--- config.mk ---
export PLATFORM = sky130hd
export DESIGN_NAME = ifu_fetch
export DESIGN_NICKNAME = d
export VERILOG_FILES = /design/src/rtl/ifu_fetch.sv
export SDC_FILE = /design/constraint.sdc
export NUM_CORES = 1
export LEC_CHECK = 0
export BUFFER_PORTS_ARGS = -buffer_cell sky130_fd_sc_hd__buf_2
export CAP_MARGIN = 20
export CORE_ASPECT_RATIO = 0.5
export CORE_MARGIN = 4
export CORE_UTILIZATION = 50
export DETAILED_ROUTE_END_ITERATION = 8
export PLACE_DENSITY = 0.83
export SLEW_MARGIN = 30
export SYNTH_ARGS = -nofsm -noshare
export SYNTH_HDL_FRONTEND = slang
export SYNTH_SLANG_ARGS = --single-unit
export TNS_END_PERCENT = 1
--- constraint.sdc ---
create_clock -name clk -period 3.65 [get_ports clk]
set_clock_uncertainty 0.1 [all_clocks]
set_input_delay 0.73 -clock clk [delete_from_list [all_inputs] [get_ports clk]]
set_output_delay 0.73 -clock clk [all_outputs]
set_load 0.02 [all_outputs]
--- src/rtl/ifu_fetch.sv ---
// Instruction fetch unit: holds the PC, fetches one instruction at a time over req/gnt/rvalid
// and computes the next PC on retire. Optional misaligned-target trap via IFU_MISALIGN_TRAP_EN.
module ifu_fetch #(
  parameter int unsigned         XLEN     = 32,
  parameter logic [XLEN-1:0]     RESET_PC = 32'h0000_0000
) (
  input  logic            clk,
  input  logic            rst_n,
  input  logic            jmp_en,
  input  logic            jmpr_en,
  input  logic            jmpb_en,
  input  logic [XLEN-1:0] imm,
  input  logic [XLEN-1:0] data_rs1,
  input  logic            inst_stall,
  output logic            imem_req,
  output logic [XLEN-1:0] imem_addr,
  input  logic            imem_gnt,
  input  logic            imem_rvalid,
  input  logic [XLEN-1:0] imem_rdata,
`ifdef IFU_MISALIGN_TRAP_EN
  output logic            misalign_err,
`endif
  output logic [XLEN-1:0] inst,
  output logic            inst_valid,
  output logic [XLEN-1:0] pc,
  output logic [XLEN-1:0] pc_plus4
);

  localparam logic [XLEN-1:0] NOP_INST = XLEN'(32'h0000_0013);

`ifdef IFU_MISALIGN_TRAP_EN
  typedef enum logic [2:0] {S_IDLE, S_REQ, S_WAIT, S_HOLD, S_HALT} state_e;
`else
  typedef enum logic [1:0] {S_IDLE, S_REQ, S_WAIT, S_HOLD} state_e;
`endif

  state_e          state_q, state_d;
  logic [XLEN-1:0] pc_q, pc_d;
  logic [XLEN-1:0] inst_q, inst_d;
  logic            valid_q, valid_d;
  logic            req_q, req_d;
  logic [XLEN-1:0] target;
`ifdef IFU_MISALIGN_TRAP_EN
  logic            err_q, err_d;
`endif

  // Branch/jump target; JALR has priority over JAL and taken conditional branches.
  always_comb begin
    if (jmpr_en) begin
      target = (data_rs1 + imm) & ~XLEN'(1);
    end else if (jmp_en || jmpb_en) begin
      target = pc_q + imm;
    end else begin
      target = pc_q + XLEN'(4);
    end
  end

  always_comb begin
    state_d = state_q;
    pc_d    = pc_q;
    inst_d  = inst_q;
    valid_d = valid_q;
    req_d   = req_q;
`ifdef IFU_MISALIGN_TRAP_EN
    err_d   = err_q;
`endif
    unique case (state_q)
      S_IDLE: begin
        state_d = S_REQ;
        req_d   = 1'b1;
      end
      S_REQ: begin
        if (imem_gnt) begin
          state_d = S_WAIT;
          req_d   = 1'b0;
        end
      end
      S_WAIT: begin
        if (imem_rvalid) begin
          inst_d  = imem_rdata;
          valid_d = 1'b1;
          state_d = S_HOLD;
        end
      end
      S_HOLD: begin
        if (!inst_stall) begin
          valid_d = 1'b0;
`ifdef IFU_MISALIGN_TRAP_EN
          pc_d = target;
          if (target[1]) begin
            state_d = S_HALT;
            err_d   = 1'b1;
          end else begin
            state_d = S_REQ;
            req_d   = 1'b1;
          end
`else
          // Without the trap, the fetch address is kept word aligned.
          pc_d    = {target[XLEN-1:2], 2'b00};
          state_d = S_REQ;
          req_d   = 1'b1;
`endif
        end
      end
`ifdef IFU_MISALIGN_TRAP_EN
      S_HALT: begin
        state_d = S_HALT;
      end
`endif
      default: begin
        state_d = S_IDLE;
        req_d   = 1'b0;
        valid_d = 1'b0;
      end
    endcase
  end

  always_ff @(posedge clk or negedge rst_n) begin
    if (!rst_n) begin
      state_q <= S_IDLE;
      pc_q    <= RESET_PC;
      inst_q  <= NOP_INST;
      valid_q <= 1'b0;
      req_q   <= 1'b0;
`ifdef IFU_MISALIGN_TRAP_EN
      err_q   <= 1'b0;
`endif
    end else begin
      state_q <= state_d;
      pc_q    <= pc_d;
      inst_q  <= inst_d;
      valid_q <= valid_d;
      req_q   <= req_d;
`ifdef IFU_MISALIGN_TRAP_EN
      err_q   <= err_d;
`endif
    end
  end

  assign imem_req   = req_q;
  assign imem_addr  = pc_q;
  assign inst       = inst_q;
  assign inst_valid = valid_q;
  assign pc         = pc_q;
  assign pc_plus4   = pc_q + XLEN'(4);
`ifdef IFU_MISALIGN_TRAP_EN
  assign misalign_err = err_q;
`endif

endmodule
==> results of run 1 <==
-- power by group through the flow --
stage,sequential [uW],combinational (uW),clock (uW)
6_report,1470,4570,910
5_1_grt,1520,4950,957
4_1_cts,1460,4540,917
3_5_place_dp,1470,4520,0
3_3_place_gp,1450,4440,0
2_1_floorplan,1900,2810,0
-- flip-flops by register name, summed over array words and instances (netlist names) --
register	count
state_q	2
imem_addr	30
inst	32
inst_valid	1
imem_req	1
-- cell usage after synthesis (5+ instances only) --
library cell  instances  area share, %
nand4_1              13            1.2
nor3_1                9           0.68
and3_1               14            1.3
a21oi_1              80            6.0
o21a_1                5           0.57
xor2_1               31            4.1
nor2b_1               8           0.75
or3_1                 7           0.66
dfrtp_1              63             24
o21ai_1               7           0.53
o211ai_1              6           0.68
clkbuf_1             15           0.85
mux2_2               32            5.4
xnor2_1              45            5.9
mux2i_1               5           0.75
nor2_1               52            2.9
nand3_1              23            1.7
inv_1                19            1.1
buf_4                36            4.1
ha_1                 64             12
a21o_1               17            1.9
a211oi_1             18            2.0
a22oi_1               5           0.57
a31oi_1               6           0.57
buf_1                 6           0.34
o21ai_0              51            3.8
nand2_1              66            3.7
-- cells by family (layout without fill, tap and decap cells) --
family / after synthesis / count (layout)
adder cells (fa/ha/maj): 65 / 65
multiplexers: 37 / 37
AO/OA/AOI/OAI: 245 / 245
buffers and inverters: 77 / 290
XOR/XNOR: 76 / 76
other: 1 / 6
AND/OR/NAND/NOR: 216 / 216
flip-flops: 66 / 66
-- worst max path at each step --
stage                              start                   endpoint  depth (start not counted)
3_5_place_dp                      imm[2]  imem_addr[28]$_DFFE_PN0P_                         13
3_3_place_gp                      imm[2]  imem_addr[28]$_DFFE_PN0P_                         13
6_report        imem_addr[9]$_DFFE_PN0P_               pc_plus4[27]                          8
4_1_cts        imem_addr[10]$_DFFE_PN0P_               pc_plus4[26]                          8
5_1_grt         imem_addr[4]$_DFFE_PN0P_               pc_plus4[27]                          8
2_1_floorplan                     imm[2]  imem_addr[28]$_DFFE_PN0P_                         11
-- worst register-to-register path, cell delays in order, from the launching register on --
cell and delay (ps):
dfrtp_1 430, ha_1 240, fa_1 410, a21o_1 200, a221oi_2 350, o211ai_2 180, a2111oi_2 380, buf_4 190
o31ai_2 100, nand2_1 90, a32oi_1 100, xnor2_1 140, a221oi_1 230
-- per-layer routing --
metal	vias to the layer above	GRT usage, %	share of wire (%)
li1	3274	-	-
met5	-	0	0
met1	3263	36.0	42
met3	35	6.10	9.7
met2	360	44.7	46
met4	0	6.97	1.5
-- per-stage QoR --
stage / hold WS, ps / setup WS [ps] / utilization, % / cells
4_1_cts: 396 / 130 / 63.7 / 1171
3_5_place_dp: 387 / 47.7 / 61.3 / 1155
3_3_place_gp: 381 / 123 / 61.3 / 1155
6_report: 376 / 126 / 63.8 / 1171
2_1_floorplan: 334 / 382 / - / 788
5_1_grt: 412 / 0.0540 / 63.8 / 1171
-- area by class of cell --
cell class,count,share of cell area (%)
inverters,19,0.873
clock inverters,7,0.950
well taps,170,2.60
multi-input cells,645,56.0
flip-flops and latches,66,20.3
clock buffers,9,2.76
repair buffers,255,16.5
-- timing repair --
action / CTS / global route
gates resized for setup: 0 / 3
endpoints found under the setup margin: 0 / 3
hold endpoints to repair: 0 / 0
==> flow_metrics.tcl, run 1 <==
set metrics [dict create \
    cts_buffers 9 \
    cp_slowest_cell "dfrtp_1" \
    p_clk_share_pct 13.1 \
    die_y_um 89.5 \
    design_area_um2 8170 \
    r2r_start "imem_addr[2]$_DFFE_PN0P_" \
    worst_path_largest_cell_delay_ps 500 \
    worstMarginPinSlew_ps 795 \
    swShare_pct 50.6 \
    ys.flop_type "dfrtp_1" \
    cp_max_fo 7 \
    synth_top_family_by_area "compound AO/OA/AOI/OAI gates" \
    ctsHoldBuffers 0 \
    cts_setup_buffers 0 \
    r2r_cells 12 \
    vias_per_cell 5.92 \
    power.total_uw 6950 \
    coreArea_um2 12800 \
    start_kind "flip-flop" \
    p_int_uw 3440 \
    ctsHtreeMaxLevel 3 \
    grt_max_degree 35 \
    grt_pass1_wl_um 32600 \
    start_util_pct 51.8 \
    ys_seq_elements 66 \
    vias 6932 \
    critical_path.cell_chain "and4_1, nand2_1, or3_4, nor2_2, and3_2, nand3_1, xnor2_1, buf_2" \
    num_rows 29 \
    critPathKind "reg2out" \
    synth-compound-area-share_pct 24.1 \
    hold_class "in2async" \
    dieArea_um2 15300 \
    track_usage_pct 26.9 \
    ant_nets 0 \
    synth-edff-count 0 \
    multiInputGateArea_um2 4580 \
    power_frac_seq_pct 21.2 \
    die_x_um 171 \
    p_leak_uw 0.00395 \
    synthMuxAreaShare_pct 6.19 \
    path_clk_slew_ps 70 \
    slew_violations 0 \
    synth_xor_xnor_area_share_pct 10.0 \
    setup_viol 0 \
    final_cell_mix "buf_2, a21oi_1, nand2_1" \
    final_common_cell "buf_2" \
    dr.pass1.iters 6 \
    io-pin-count 234 \
    combPwrFrac_pct 65.7 \
    finalHoldViolCount 0 \
    peakVddDrop_mv 0.503 \
    drv_cap 0 \
    seq_area_um2 1660 \
    drc_errors 0 \
    syn_avg_cell_area_um2 8.47 \
    synth.distinct_cells 73 \
    drt_iter0_markers 568 \
    worstPathRequired_ps 2820 \
    port_buffers 227 \
    worstReg2RegEnd "imem_addr[28]$_DFFE_PN0P_" \
    status "completed" \
    synthSimpleGateAreaFrac_pct 15.8 \
    fin_crit_sh_pct 96.5 \
    cts_root_buf "clkbuf_16" \
    hpwl_um 17200 \
    area_growth_pct 23.1 \
    drive_gt1_share_pct 33.1 \
    synth_fa_ha_area_share_pct 12.4 \
    final.min_clock_period_ps 3520 \
    clk_latency_ps 340 \
    clock-sinks 66 \
    syn-cell-area_um2 6630 \
    diodes 0 \
    slew_headroom_pct 47.0 \
    power.switching_uw 3520 \
    antenna_found_initial 0 \
    placed_cell_area_um2 7860 \
    cts_tree "done" \
    wire_per_inst_um 18.5 \
    yosys_warnings 0 \
    crit_path_end_kind "output port" \
    cp.arrival_ps 2690 \
    gp_congestion 0.958 \
    wl_um 21600 \
    grt_pass1_vias 6397 \
    syn_inst 783 \
    crit_buf_inv 1 \
    fmax_mhz 284 \
    reg2reg_slack_ps 420 \
    fin_nets 1165 \
    power_density_nw_per_um2 851 \
    grt_overflow_total 0 \
    setup_tns_ps 0 \
    seq_area_frac_synth_pct 25.0 \
    rsz0062_at_grt "false" \
    synthArstFlopShare_pct 100 \
    path_delay_family "simple AND/OR/NAND/NOR gates" \
    fillCellCount 1131 \
    clk_path_buf_depth 2 \
]
Note: power is estimated with default switching activity, not from simulation.
==> run 2: changes to the inputs <==
ABC_AREA = 1   (was unset)
PLACE_DENSITY = 0.8   (was 0.83)
==> run 2 against run 1 <==
Sequential cell count unchanged. Cell area up 16%. Non-clock buffer count down 20. Worst setup slack better by 100 ps. Clock-buffer cell count up 1. Sequential power up 12%. Register-to-register slack better by 570 ps. Highest routed layer unchanged. Final cell count up 46%.
==> flow_metrics.tcl, run 2 <==
set metrics [dict create \
    cts_root_buf "clkbuf_16" \
    clk_path_buf_depth 2 \
    synth.top_cells.by_count "nand2_1, inv_1, nor2_1" \
    seq_area_frac_synth_pct 20.5 \
    drc_errors 0 \
    gp_congestion 1.02 \
    die_y_um 97.9 \
    setup_viol 0 \
    synth_xor_xnor_area_share_pct 4.23 \
    synth_top_area_cell "dfrtp_1" \
    synth-compound-area-share_pct 12.1 \
    drt_iter0_markers 851 \
    io-pin-count 234 \
    path_clk_slew_ps 70 \
    worstMarginPinSlew_ps 800 \
    p_int_uw 3360 \
    start_kind "flip-flop" \
    grt_pass1_vias 9084 \
    fin_crit_sh_pct 93.8 \
    synth_fa_ha_area_share_pct 10.2 \
    vias_per_cell 5.68 \
    power_frac_seq_pct 21.7 \
    grt_pass1_wl_um 50500 \
    crit_path_end_kind "output port" \
    worstPathRequired_ps 2820 \
    fin_nets 1664 \
    synth.distinct_cells 44 \
    syn-cell-area_um2 8080 \
    cts_setup_buffers 0 \
    synthMuxAreaShare_pct 4.46 \
    setup_tns_ps 0 \
    port_buffers 227 \
    fillCellCount 1580 \
    antenna_found_initial 0 \
    diodes 0 \
    p_leak_uw 0.00528 \
    clock-sinks 66 \
    combPwrFrac_pct 65.3 \
    cp.arrival_ps 2590 \
    seq_area_um2 1660 \
    final_cells 1704 \
    coreArea_um2 15600 \
    worst_path_largest_cell_delay_ps 600 \
    ctsHtreeMaxLevel 3 \
    synthTopCellsByArea "dfrtp_1, nand2_1, ha_1" \
    crit_start "imem_addr[3]$_DFFE_PN0P_" \
    synthSimpleGateAreaFrac_pct 36.9 \
    grt_overflow_total 0 \
    clk_latency_ps 360 \
    drive_gt1_share_pct 20.5 \
    placed_cells 1688 \
    power.switching_uw 4240 \
    die_x_um 188 \
    r2r_start "imem_addr[16]$_DFFE_PN0P_" \
    wire_per_inst_um 19.4 \
    power.total_uw 7600 \
    track_usage_pct 34.7 \
    area_growth_pct 17.6 \
    status "completed" \
    multiInputGateArea_um2 5520 \
    wl_um 33000 \
    ys_seq_elements 66 \
    drv_cap 0 \
    power_density_nw_per_um2 800 \
    placed_cell_area_um2 9180 \
    dr.pass1.iters 5 \
    ctsResizeCount 0 \
    dieArea_um2 18400 \
    critPathKind "reg2out" \
    fmax_mhz 292 \
    synth_top_family_by_area "simple AND/OR/NAND/NOR gates" \
    vias 9673 \
    syn_inst 1301 \
    peakVddDrop_mv 0.433 \
    swShare_pct 55.8 \
    final_cell_mix "nand2_1, buf_2, inv_1" \
    finalHoldViolCount 0 \
    grt_max_degree 38 \
    rsz0062_at_grt "false" \
    design_area_um2 9500 \
    cp_slowest_cell "nor3_1" \
    ant_nets 0 \
    synth-edff-count 0 \
    synthArstFlopShare_pct 100 \
    synth_top_area_share_pct 19.5 \
    cts_buffers 9 \
    hold_class "in2async" \
    critical_path.cell_chain "ha_1, nand3_1, nor3_1, or2_2, nand2_1, buf_2" \
    start_util_pct 51.8 \
    hpwl_um 26800 \
    p_clk_share_pct 13.0 \
    final_core_util_pct 60.8 \
    num_rows 32 \
    final.min_clock_period_ps 3420 \
    ys.flop_type "dfrtp_1" \
    ctsHoldBuffers 0 \
    yosysMostFrequentCell "nand2_1" \
    cts_tree "done" \
    syn_avg_cell_area_um2 6.21 \
    slew_violations 0 \
    final_common_cell "nand2_1" \
    yosys_warnings 0 \
    largest_register_ff_count 32 \
    slew_headroom_pct 46.7 \
    cp_max_fo 7 \
]
-- run 2: changes by cell type in the layout (fill, tap and decap cells not counted), moves of 13 or more --
| cell | previous run | this run |
|---|---|---|
| buf_4 | 28 | 7 |
| nor2_1 | 52 | 121 |
| nor3_1 | 8 | 21 |
| inv_1 | 19 | 144 |
| xnor2_1 | 45 | 11 |
| and3_1 | 14 | 1 |
| nand2_1 | 66 | 419 |
| nand3_1 | 23 | 114 |
| a211oi_1 | 18 | 0 |
-- run 2: path summary, 6_finish.rpt --
path	depth (start not counted)	endpoint	slack, ps
min	1	inst[14]$_DFFE_PN0P_	360
min reg2reg	1	inst[18]$_DFFE_PN0P_	400
min in group clk	1	inst[18]$_DFFE_PN0P_	400
max	6	pc_plus4[22]	230
max reg2reg	12	imem_addr[28]$_DFFE_PN0P_	990
max in group asynchronous	2	imem_addr[22]$_DFFE_PN0P_	2400
-- run 2: area by class of cell --
| cell class | instances | area share, % |
|---|---|---|
| clock buffers | 10 | 2.41 |
| repair buffers | 235 | 12.7 |
| well taps | 204 | 2.69 |
| inverters | 146 | 5.77 |
| multi-input cells | 1037 | 58.0 |
| clock inverters | 6 | 0.948 |
| flip-flops and latches | 66 | 17.4 |
-- run 2: cells by family after synthesis --
kind of cell | count (synthesis)
other cells | 1
xor+xnor | 39
mux | 32
compound gates | 179
flops | 66
simple gates | 716
fa+ha+maj | 65
buf+inv | 203
-- run 2: metal layers --
metal	part of all wire (%)	track usage, %	vias up
li1	-	-	4605
met3	11	9.11	67
met2	42	52.7	526
met4	2.6	9.86	0
met1	44	48.9	4475
met5	0	0	-
-- run 2: worst max-delay path, delay by kind of cell (launching register included) --
| family | cells | cell delay (ps) |
|---|---|---|
| adder cells (fa/ha/maj) | 1 | 420 |
| AND/OR/NAND/NOR | 4 | 1150 |
| flip-flops | 1 | 530 |
| buffers and inverters | 1 | 150 |
-- run 2: power by group through the flow --
| stage | clock network [uW] | logic, uW | registers, uW |
|---|---|---|---|
| 6_report | 990 | 4960 | 1650 |
| 2_1_floorplan | 0 | 3100 | 1880 |
| 3_3_place_gp | 0 | 4810 | 1610 |
| 4_1_cts | 995 | 4900 | 1630 |
| 3_5_place_dp | 0 | 4860 | 1640 |
| 5_1_grt | 1020 | 5420 | 1690 |
-- run 2: metrics by stage --
step	hold slack, ps	setup WS, ps
global route	419	142
floorplan	334	1140
CTS	388	360
global placement	381	732
finish	361	227
detailed placement	390	734
